`config.mk`:
```
export PLATFORM = sky130hd
export DESIGN_NAME = spi_tx_frame
export DESIGN_NICKNAME = d
export VERILOG_FILES = /design/src/rtl/spi_tx_frame.sv
export SDC_FILE = /design/constraint.sdc
export NUM_CORES = 1
export LEC_CHECK = 0
export BUFFER_PORTS_ARGS = -buffer_cell sky130_fd_sc_hd__buf_2
export CAP_MARGIN = 20
export CELL_PAD_IN_SITES_DETAIL_PLACEMENT = 0
export CELL_PAD_IN_SITES_GLOBAL_PLACEMENT = 2
export CORE_MARGIN = 1.5
export CORE_UTILIZATION = 36
export DETAILED_ROUTE_END_ITERATION = 10
export PLACE_DENSITY = 0.84
export REMOVE_ABC_BUFFERS = 1
export SYNTH_ARGS = -nofsm -noshare
export SYNTH_HDL_FRONTEND = slang
export SYNTH_SLANG_ARGS = --single-unit
```
`constraint.sdc`:
```
create_clock -name clk -period 1.7 [get_ports clk]
set_input_delay 0 -clock clk [delete_from_list [all_inputs] [get_ports clk]]
set_output_delay 0 -clock clk [all_outputs]
set_load 0.02 [all_outputs]
```
`src/rtl/spi_tx_frame.sv`:
```
// rtl/spi_tx_frame.sv - double-buffered multi-channel SPI frame transmitter
// Optional trailing even-parity bit: define SPI_TX_PARITY_EN.

module spi_tx_frame #(
   parameter int DATA_W        = 12,
   parameter int N_CH          = 1,
   parameter bit SHIFT_NEGEDGE = 1'b1
) (
   input  logic                     clk,
   input  logic                     rst_n,
   input  logic                     sclk,
   input  logic                     cs_n,
   input  logic                     load,
   input  logic [N_CH*DATA_W-1:0]   data_in,
   output logic                     serial_out,
   output logic                     busy,
   output logic                     frame_done,
   output logic                     frame_abort,
   output logic                     overrun,
   output logic                     underrun
);

   localparam int FRAME_W = N_CH * DATA_W;
`ifdef SPI_TX_PARITY_EN
   localparam int N_BITS  = FRAME_W + 1;
`else
   localparam int N_BITS  = FRAME_W;
`endif
   localparam int   CNT_W     = $clog2(FRAME_W + 2);
   localparam logic SCLK_IDLE = !SHIFT_NEGEDGE;
   localparam logic [CNT_W-1:0] LAST_CNT = CNT_W'(N_BITS - 1);

   typedef enum logic [1:0] {S_IDLE, S_SHIFT, S_DONE} state_t;

   state_t              r_state;
   logic [1:0]          r_sclk_sync;
   logic                r_sclk_d;
   logic [1:0]          r_cs_sync;
   logic                r_cs_d;
   logic [FRAME_W-1:0]  r_holding;
   logic                r_holding_valid;
   logic [N_BITS-1:0]   r_shreg;
   logic [CNT_W-1:0]    r_bit_cnt;
   logic                r_frame_done;
   logic                r_frame_abort;
   logic                r_overrun;
   logic                r_underrun;

   logic                w_shift_edge;
   logic                w_cs_fall;
   logic                w_cs_rise;
   logic [N_BITS-1:0]   w_load_val;

   always_ff @(posedge clk or negedge rst_n) begin
      if (!rst_n) begin
         r_sclk_sync <= {2{SCLK_IDLE}};
         r_sclk_d    <= SCLK_IDLE;
         r_cs_sync   <= 2'b11;
         r_cs_d      <= 1'b1;
      end else begin
         r_sclk_sync <= {r_sclk_sync[0], sclk};
         r_sclk_d    <= r_sclk_sync[1];
         r_cs_sync   <= {r_cs_sync[0], cs_n};
         r_cs_d      <= r_cs_sync[1];
      end
   end

   assign w_shift_edge = SHIFT_NEGEDGE ? (r_sclk_d & ~r_sclk_sync[1])
                                       : (~r_sclk_d & r_sclk_sync[1]);
   assign w_cs_fall    = r_cs_d & ~r_cs_sync[1];
   assign w_cs_rise    = ~r_cs_d & r_cs_sync[1];

   // Parity travels as the shift register LSB so it falls out after the data.
`ifdef SPI_TX_PARITY_EN
   assign w_load_val = {r_holding, ^r_holding};
`else
   assign w_load_val = r_holding;
`endif

   always_ff @(posedge clk or negedge rst_n) begin
      if (!rst_n) begin
         r_state         <= S_IDLE;
         r_holding       <= '0;
         r_holding_valid <= 1'b0;
         r_shreg         <= '0;
         r_bit_cnt       <= '0;
         r_frame_done    <= 1'b0;
         r_frame_abort   <= 1'b0;
         r_overrun       <= 1'b0;
         r_underrun      <= 1'b0;
      end else begin
         r_frame_done  <= 1'b0;
         r_frame_abort <= 1'b0;
         r_overrun     <= 1'b0;
         r_underrun    <= 1'b0;
         if (load) begin
            r_holding       <= data_in;
            r_holding_valid <= 1'b1;
            r_overrun       <= r_holding_valid;
         end
         case (r_state)
            S_IDLE: begin
               if (w_cs_fall) begin
                  r_state    <= S_SHIFT;
                  r_shreg    <= w_load_val;
                  r_bit_cnt  <= '0;
                  r_underrun <= ~r_holding_valid;
                  if (!load) r_holding_valid <= 1'b0;
               end
            end
            S_SHIFT: begin
               if (w_cs_rise) begin
                  r_frame_abort <= 1'b1;
                  r_state       <= S_IDLE;
               end else if (w_shift_edge) begin
                  r_shreg   <= r_shreg << 1;
                  r_bit_cnt <= r_bit_cnt + CNT_W'(1);
                  if (r_bit_cnt == LAST_CNT) r_state <= S_DONE;
               end
            end
            S_DONE: begin
               if (w_cs_rise) begin
                  r_frame_done <= 1'b1;
                  r_state      <= S_IDLE;
               end
            end
            default: r_state <= S_IDLE;
         endcase
      end
   end

   assign serial_out  = (r_state == S_SHIFT) & r_shreg[N_BITS-1];
   assign busy        = (r_state != S_IDLE);
   assign frame_done  = r_frame_done;
   assign frame_abort = r_frame_abort;
   assign overrun     = r_overrun;
   assign underrun    = r_underrun;

endmodule

```
==> results of run 1 <==
==> synth_stat cells (2+ instances only) <==
| cell type | number | area (um2) |
|---|---|---|
| sky130_fd_sc_hd__o21ai_1 | 4 | 20.0 |
| sky130_fd_sc_hd__nor2_1 | 2 | 7.51 |
| sky130_fd_sc_hd__o21ai_0 | 12 | 60.1 |
| sky130_fd_sc_hd__and2_1 | 2 | 12.5 |
| sky130_fd_sc_hd__mux2i_1 | 11 | 110 |
| sky130_fd_sc_hd__nand2_1 | 16 | 60.1 |
| sky130_fd_sc_hd__nand3_1 | 2 | 10.0 |
| sky130_fd_sc_hd__or3_1 | 2 | 12.5 |
| sky130_fd_sc_hd__nand2b_1 | 2 | 12.5 |
| sky130_fd_sc_hd__buf_2 | 3 | 15.0 |
| sky130_fd_sc_hd__dfrtp_1 | 38 | 951 |
| sky130_fd_sc_hd__dfstp_2 | 3 | 78.8 |
| sky130_fd_sc_hd__a21oi_1 | 2 | 10.0 |
| sky130_fd_sc_hd__mux2_2 | 12 | 135 |
==> worst max path at each step <==
stage                           from           end  cells after the start  slack, ns
after floorplan           r_state[1]  r_bit_cnt[3]                      4      -0.47
after global placement        r_cs_d  r_bit_cnt[3]                      5       0.21
after detailed placement      r_cs_d  r_bit_cnt[3]                      4       0.17
after CTS                     r_cs_d  r_bit_cnt[3]                      4       0.16
after global routing          r_cs_d  r_bit_cnt[3]                      5       0.03
final                         r_cs_d  r_bit_cnt[3]                      4       0.17
==> per-stage QoR <==
stage          cell area, um2  worst slack (ns)  instances
2_1_floorplan            1600            -0.470        121
3_3_place_gp             1820             0.213        201
3_5_place_dp             1820             0.167        201
4_1_cts                  2060             0.160        224
5_1_grt                  2060            0.0312        224
6_report                 2060             0.174        224
==> kinds of logic after synthesis <==
logic type / count (synthesis) / synth area share [%]
compound gates: 22 / 7.70
buf+inv: 7 / 2.52
simple gates: 33 / 11.3
fa+ha+maj: 1 / 0.763
mux: 23 / 15.0
flops: 41 / 62.8
==> worst max-delay path, stage by stage, from the launching register on <==
cell	delay (ns)
sky130_fd_sc_hd__dfstp_2	0.54
sky130_fd_sc_hd__nor4b_4	0.28
sky130_fd_sc_hd__a31oi_2	0.12
sky130_fd_sc_hd__or3_1	0.37
sky130_fd_sc_hd__a21oi_1	0.14
==> cell type report <==
cell class	count	area, um2
clock buffers	8	90.1
fillers	426	2320
inverters	1	3.75
multi-input cells	79	569
flip-flops and latches	41	1030
well taps	52	65.1
repair buffers	43	305
==> layer usage <==
metal | vias up | global-route usage, % | wire [um]
li1 | 529 | - | -
met1 | 521 | 16.2 | 1300
met2 | 20 | 21.0 | 1330
met3 | 3 | 5.34 | 133
met4 | 0 | 4.49 | 36
met5 | - | 0 | 0
==> where the power goes <==
group | internal (mW) | switching (mW)
logic | 0.223 | 0.213
registers | 1.16 | 0.106
clock network | 0.331 | 0.306
total | 1.71 | 0.625
==> registers in the layout, summed over array words and instances (netlist names) <==
name / flops
r_holding: 12
r_shreg: 12
r_bit_cnt: 4
r_cs_sync: 2
r_sclk_sync: 2
r_state: 2
frame_abort: 1
frame_done: 1
overrun: 1
r_cs_d: 1
r_holding_valid: 1
r_sclk_d: 1
underrun: 1
==> run summary, run 1 <==
The final number of hold-violating endpoints was 0; the number of port buffers was 22. In the routed design, unresolved DRC markers number 0. The initial antenna violation count is 0, and the number of library cell types mapped by synthesis is 30. The launching element type of the critical path was a register. Setup violations remaining at the end of the flow were counted as 0. Dominant register cell in the synthesized netlist: sky130_fd_sc_hd__dfrtp_1. The end of the worst register-to-register path is r_bit_cnt[3]. The number of nets in the final layout was 189. The startpoint of the most critical register-to-register path is r_cs_d. The post-synthesis average cell area came out at 12.9 um2. The final critical path takes up 89.8% of the cycle. The number of antenna diodes in the final layout is 0. After clock tree synthesis, the setup repair step added 0 buffers. The setup check on the worst reg-to-reg path leaves a slack of 0.17 ns. The logs give 23 for the number of top-level design ports and 42 for the largest net degree at the start of global routing. Number of global-route vias before repair: 1092. The tools report the aggregate negative setup slack as 0 ns. The initialized floorplan defines 24 standard-cell rows. The detailed-routing iteration count for the pre-antenna-repair pass is 4, and the average wire per cell in the routed design is 12.5 um.

In the layout the commonest cells are sky130_fd_sc_hd__dfrtp_1 (38), sky130_fd_sc_hd__buf_2 (22), sky130_fd_sc_hd__nand2_1 (16), sky130_fd_sc_hd__dlygate4sd3_1 (15). For the pin with the worst max-slew slack, the measured transition is 0.498 ns. The layout cell share with drive strength beyond 1 is 30.2%. TritonCTS sink count: 41. The run gives 0.00497 mm2 as the total die area. Synthesis inferred 41 register bits. Hold timing on the final database bottoms out at a slack of 0.167 ns. In this run the worst path has a maximum fanout of 6. The run gives 0 as the max-capacitance violation count. The post-synthesis instance total is 127, and the HPWL reported at the end of detailed placement is 1890 um. VDD sags by at most 547 uV. The count of instances resized after the clock tree is built came out at 0. The tools report the cell at the root of the clock tree as sky130_fd_sc_hd__clkbuf_8.

After floorplanning, the core was sized to cover 0.00438 mm2. By startpoint and endpoint, the worst setup path is classified as reg2reg. The flow ran to the end, and the final reports show no timing, DRC or antenna violations.

Summing every instance area after synthesis gives 0.00164 mm2. The analysis attributes to cell leakage a power of 0.953 nW. The yosys synthesis warning count was 0; the H-tree level count was 2. The worst pin sits at a relative slew slack of 66.8%. The run gives 62.8% as the part of the Yosys area used for sequential elements. The library cell used most frequently in the layout, excluding fill and tap cells, is sky130_fd_sc_hd__dfrtp_1. Counting flops with an async set or reset pin after synthesis yields a share of 100%.

The hold path startpoint was load. Once the floorplan was initialized, standard cells occupied 37.4% of the core. For this run the aggregate overflow at the end of global routing stands at 0. The number of cells on the worst reg-to-reg path is 4. Classification of the worst-slack hold path: in2reg.

The aggregate global-route resource usage was 13.1%; the fmax was 655 MHz. In this run, the number of DRC markers left after iteration 0 of detailed routing was 46. The path with the worst hold slack has its endpoint at overrun. TritonCTS built the clock tree. The floorplan step set the die height to 70.5 um. Clock latency on the worst-skew pair, taken at its later pin, is 0.29 ns.

Total power for the finished layout comes to 2.34 mW. STA classifies the critical path endpoint as a register. The first global-routing pass estimated 5000 um of wire. Number of buffers between clock root and the deepest sink: 2. At the end of routability-driven placement, the weighted congestion stood at 0.803. The routed via count divided by cell count is 4.79, and the utilization of the core after routing is 47.1%. The final antenna-violating net count came out at 0. For the arrival time of the worst setup path, the log shows 1.74 ns.

Layout overhead on the synthesized area: 25.8%. Buffers inserted to repair hold after CTS numbered 15. The total number of vias was 1073; the final critical delay including setup and external delays was 1.53 ns. The final wirelength was 2800 um. Counting flops with a built-in enable in the synthesized netlist gives 0.

For the number of clock buffers inserted by TritonCTS, the log shows 5. The worst hold path was traced through 2 stages. From left edge to right edge, the die measures 70.5 um.

The run gives 0 as the number of pins exceeding their max-slew limit in the final report. For the final database, setup skew stands at 0.00970 ns. After clock tree synthesis, the clock-pin slew on the worst setup and hold paths is 0.07 ns. The total power per unit cell area is 1130 mW/mm2. At the worst endpoint, the required time is 1.92 ns. Setup repair after global routing left no endpoint under its margin.
No activity file was read; power rests on OpenSTA's default activity.
==> inputs of run 2 (changes only) <==
--- a/config.mk
+++ b/config.mk
@@ -10,9 +10,9 @@
 export CELL_PAD_IN_SITES_DETAIL_PLACEMENT = 0
 export CELL_PAD_IN_SITES_GLOBAL_PLACEMENT = 2
 export CORE_MARGIN = 1.5
-export CORE_UTILIZATION = 36
+export CORE_UTILIZATION = 38
 export DETAILED_ROUTE_END_ITERATION = 10
-export PLACE_DENSITY = 0.84
+export PLACE_DENSITY = 0.87
 export REMOVE_ABC_BUFFERS = 1
 export SYNTH_ARGS = -nofsm -noshare
 export SYNTH_HDL_FRONTEND = slang
==> run 2 against run 1 <==
Largest cell class unchanged. Hold slack got worse by 0.0084 ns. Clock-buffer cell count is the same. Largest power group unchanged. Cell count is 0.45% lower. First-iteration DRC count is 26% lower. Cell area decreased by 0.24%. Worst setup slack worse by 0.013 ns. Sequential share of layout area grew 0.12 points. Sequential cell count unchanged. Die area is 5.0% lower. Maximum frequency decreased by 0.88%.
==> run summary, run 2 (synthesis gave the netlist of run 1 again) <==
The run finished with clean final reports. The clock skew after layout is 0.00344 ns (-0.00626 ns). The routed via count divided by cell count came out at 4.84 (+1.1%).

The signal on the critical path passes through and2b_1 -> a31oi_2 -> or3_1 -> a21oi_1. The leakage power total came out at 0.952 nW (about the same). The switching power of the nets was 0.618 mW (-1.0%). The number of cells on the worst reg-to-reg path works out to 4 (unchanged).

The most common cell after layout, fill and taps aside is sky130_fd_sc_hd__dfrtp_1. The launching element type of the critical path was a register. The share of power burned in registers was 55.2% (+1.0 points); the worst path required time was 1.91 ns (about the same). TritonCTS built the clock tree. TritonCTS sink count: 41 (unchanged).

The width of the die works out to 68.7 um (-2.6%). The fmax came out at 650 MHz (-0.88%). The startpoint identified for the worst register-to-register timing path is r_state[1]. Register clock-pin slew on the reported worst setup and hold paths: 0.07 ns (about the same).

Total power per unit cell area: 1120 mW/mm2 (-1.6%). The tools report the clock latency at the later pin of the worst-skew pair as 0.28 ns (about the same). Proportion of power drawn by combinational gates: 19.1% (+0.5 points). The H-tree level count came out at 2 (unchanged). Routability-driven placement congestion ratio: 0.842 (+4.9%). The max-slew headroom at the worst pin was 66.5% (-0.33 points).

The slew of the pin with the lowest slew margin is 0.503 ns (+0.00489 ns). The maximum vdd drop is 579 uV (+5.9%). The aggregate negative setup slack is 0 ns (unchanged), and the max-capacitance violation count is 0 (unchanged). The placeable core region is 0.00409 mm2 (-6.8%), and the portion of total power attributed to the clock network is 25.7% (-1.5 points). Layout cell share with drive strength beyond 1: 30.1% (-0.17 points). The total setup violations reported at the end of the flow came out at 0 (unchanged).

For the violation count after the first detailed-routing iteration, the log shows 34 (-26%). The area of the multi-input gates was 569 um2 (unchanged). The number of setup buffers added after CTS was 0 (unchanged); the number of port buffers was 22 (unchanged). On the critical path, the stage with the largest delay is an instance of sky130_fd_sc_hd__dfrtp_1. The tools report the end of the worst register-to-register path as r_bit_cnt[3]. STA classifies the critical path endpoint as a register. HPWL reported at the end of detailed placement: 1920 um (+1.2%).

Number of top-level design ports: 23 (unchanged). The slack of the critical path is 0.160 ns (-0.0135 ns), and the final antenna-violating net count is 0 (unchanged). The tools report the total number of vias as 1080 (+0.65%). For the starting density of the core, the log shows 40.1% (+2.7 points). The arrival time of the worst setup path came out at 1.75 ns (about the same). The library cells used most frequently in the layout, excluding fill and tap cells, are sky130_fd_sc_hd__dfrtp_1 (38), sky130_fd_sc_hd__buf_2 (22), sky130_fd_sc_hd__nand2_1 (16), sky130_fd_sc_hd__dlygate4sd3_1 (15). The final number of hold-violating endpoints was 0 (unchanged); the number of inserted filler cells in the final layout was 383 (-10%). The global-route congestion overflow total was 0 (unchanged); the count of hold buffers inserted by post-cts repair was 15 (unchanged). The number of clock buffers inserted by TritonCTS was 5 (unchanged). The height of the chip came out at 68.7 um (-2.6%).

The worst hold path terminates at r_holding_valid. The row count was 23 (-4.2%); the worst-path maximum fanout was 7 (+1). The detailed-routing iteration count for the pre-antenna-repair pass was 4 (unchanged); the internal power was 1.68 mW (-2.2%). The run gives 0 (unchanged) as the count of instances resized after the clock tree is built. The final critical delay including setup and external delays is 1.54 ns (+0.0135 ns). The run gives 0.16 ns (about the same) as the worst reg-to-reg setup slack. The largest registers in the layout are r_holding (12), r_shreg (12), r_bit_cnt (4). For the number of buffers between clock root and the deepest sink, the log shows 2 (unchanged). The maximum cell stage delay along the critical path came out at 0.44 ns (-0.10 ns). The switching share of total power works out to 26.9% (+0.23 points). The run gives 2840 um (+1.4%) as the final wirelength. The run gives 0.187 ns (+0.0201 ns) as the pre-CTS setup slack. The footprint of the flip-flops and latches is 0.00103 mm2 (unchanged), and the antenna cell count is 0 (unchanged). The initial antenna violation count came out at 0 (unchanged). The number of nets in the final layout was 190 (+0.53%). The classification of the worst-slack hold path was in2reg.

The tools report the aggregate global-route resource usage as 14.7% (+1.6 points). Setup repair after global routing left no endpoint under its margin. The tools report the hold path startpoint as load.

The smallest hold slack was 0.159 ns (-0.00843 ns); the layout overhead on the synthesized area was 25.5%. Largest net degree at the start of global routing: 42 (unchanged). The wire length of the first global-routing pass was 5020 um (+0.56%); the utilization of the core after routing was 50.4% (+3.3 points). The tools report the cell at the root of the clock tree as sky130_fd_sc_hd__clkbuf_8.

Average wire per cell in the routed design: 12.7 um (+1.9%). Number of global-route vias before repair: 1143 (+4.7%). By startpoint and endpoint, the worst setup path is classified as reg2reg.

For the number of pins exceeding their max-slew limit in the final report, the log shows 0 (unchanged). The instance count along the most critical hold path is 2 (unchanged), and the total die area is 0.00472 mm2 (-5.0%). The number of design rule violations left after detail routing is 0 (unchanged), and the post-route clock period utilization is 90.6% (+0.79 points).
## run 2: changes by cell type in the layout (fill, tap and decap cells not counted), sizes merged
cell / before / now
buf: 28 / 29
## run 2: area by class of cell
cell class / instances / area share (%)
flip-flops and latches: 41 / 50.0
multi-input cells: 79 / 27.7
repair buffers: 44 / 15.2
clock buffers: 8 / 3.89
well taps: 50 / 3.04
inverters: 1 / 0.182
## run 2: worst max-delay path by stage
stage / slack (ns) / cells after the start / to / start
floorplan: -0.47 / 4 / r_bit_cnt[3] / r_state[1]
global placement: 0.27 / 3 / r_holding_valid / r_state[1]
detailed placement: 0.19 / 4 / r_bit_cnt[3] / r_state[1]
CTS: 0.16 / 4 / serial_out / r_state[1]
global route: 0.04 / 4 / r_bit_cnt[3] / r_state[1]
finish: 0.16 / 4 / r_bit_cnt[3] / r_state[1]
## run 2: critical path, delay by kind of cell (launching register included)
| family | cells | cell delay (ns) |
|---|---|---|
| flip-flops | 1 | 0.44 |
| AO/OA/AOI/OAI | 2 | 0.33 |
| AND/OR/NAND/NOR | 2 | 0.70 |
## run 2: through the flow
stage / instances / cell area, um2 / power, mW
CTS: 223 / 2060 / 2.34
global placement: 200 / 1830 / 1.68
global route: 223 / 2060 / 2.46
detailed placement: 200 / 1830 / 1.71
finish: 223 / 2060 / 2.30
floorplan: 121 / 1600 / 1.54
## run 2: power groups by stage
stage               clock [mW]  sequential [mW]  combinational (mW)
CTS                      0.625             1.27               0.449
floorplan                    0             1.26               0.282
finish                   0.590             1.27               0.438
global placement             0             1.28               0.406
detailed placement           0             1.29               0.420
global route             0.665             1.29               0.501
## run 2: routing by layer
metal / part of all wire [%] / GRT usage, % / up-vias / wire length, um
met3: 5.2 / 5.36 / 7 / 149
met4: 1.9 / 6.86 / 0 / 53
met2: 49 / 23.4 / 29 / 1380
met5: 0 / 0 / - / 0
li1: - / - / 524 / -
met1: 44 / 17.8 / 520 / 1260
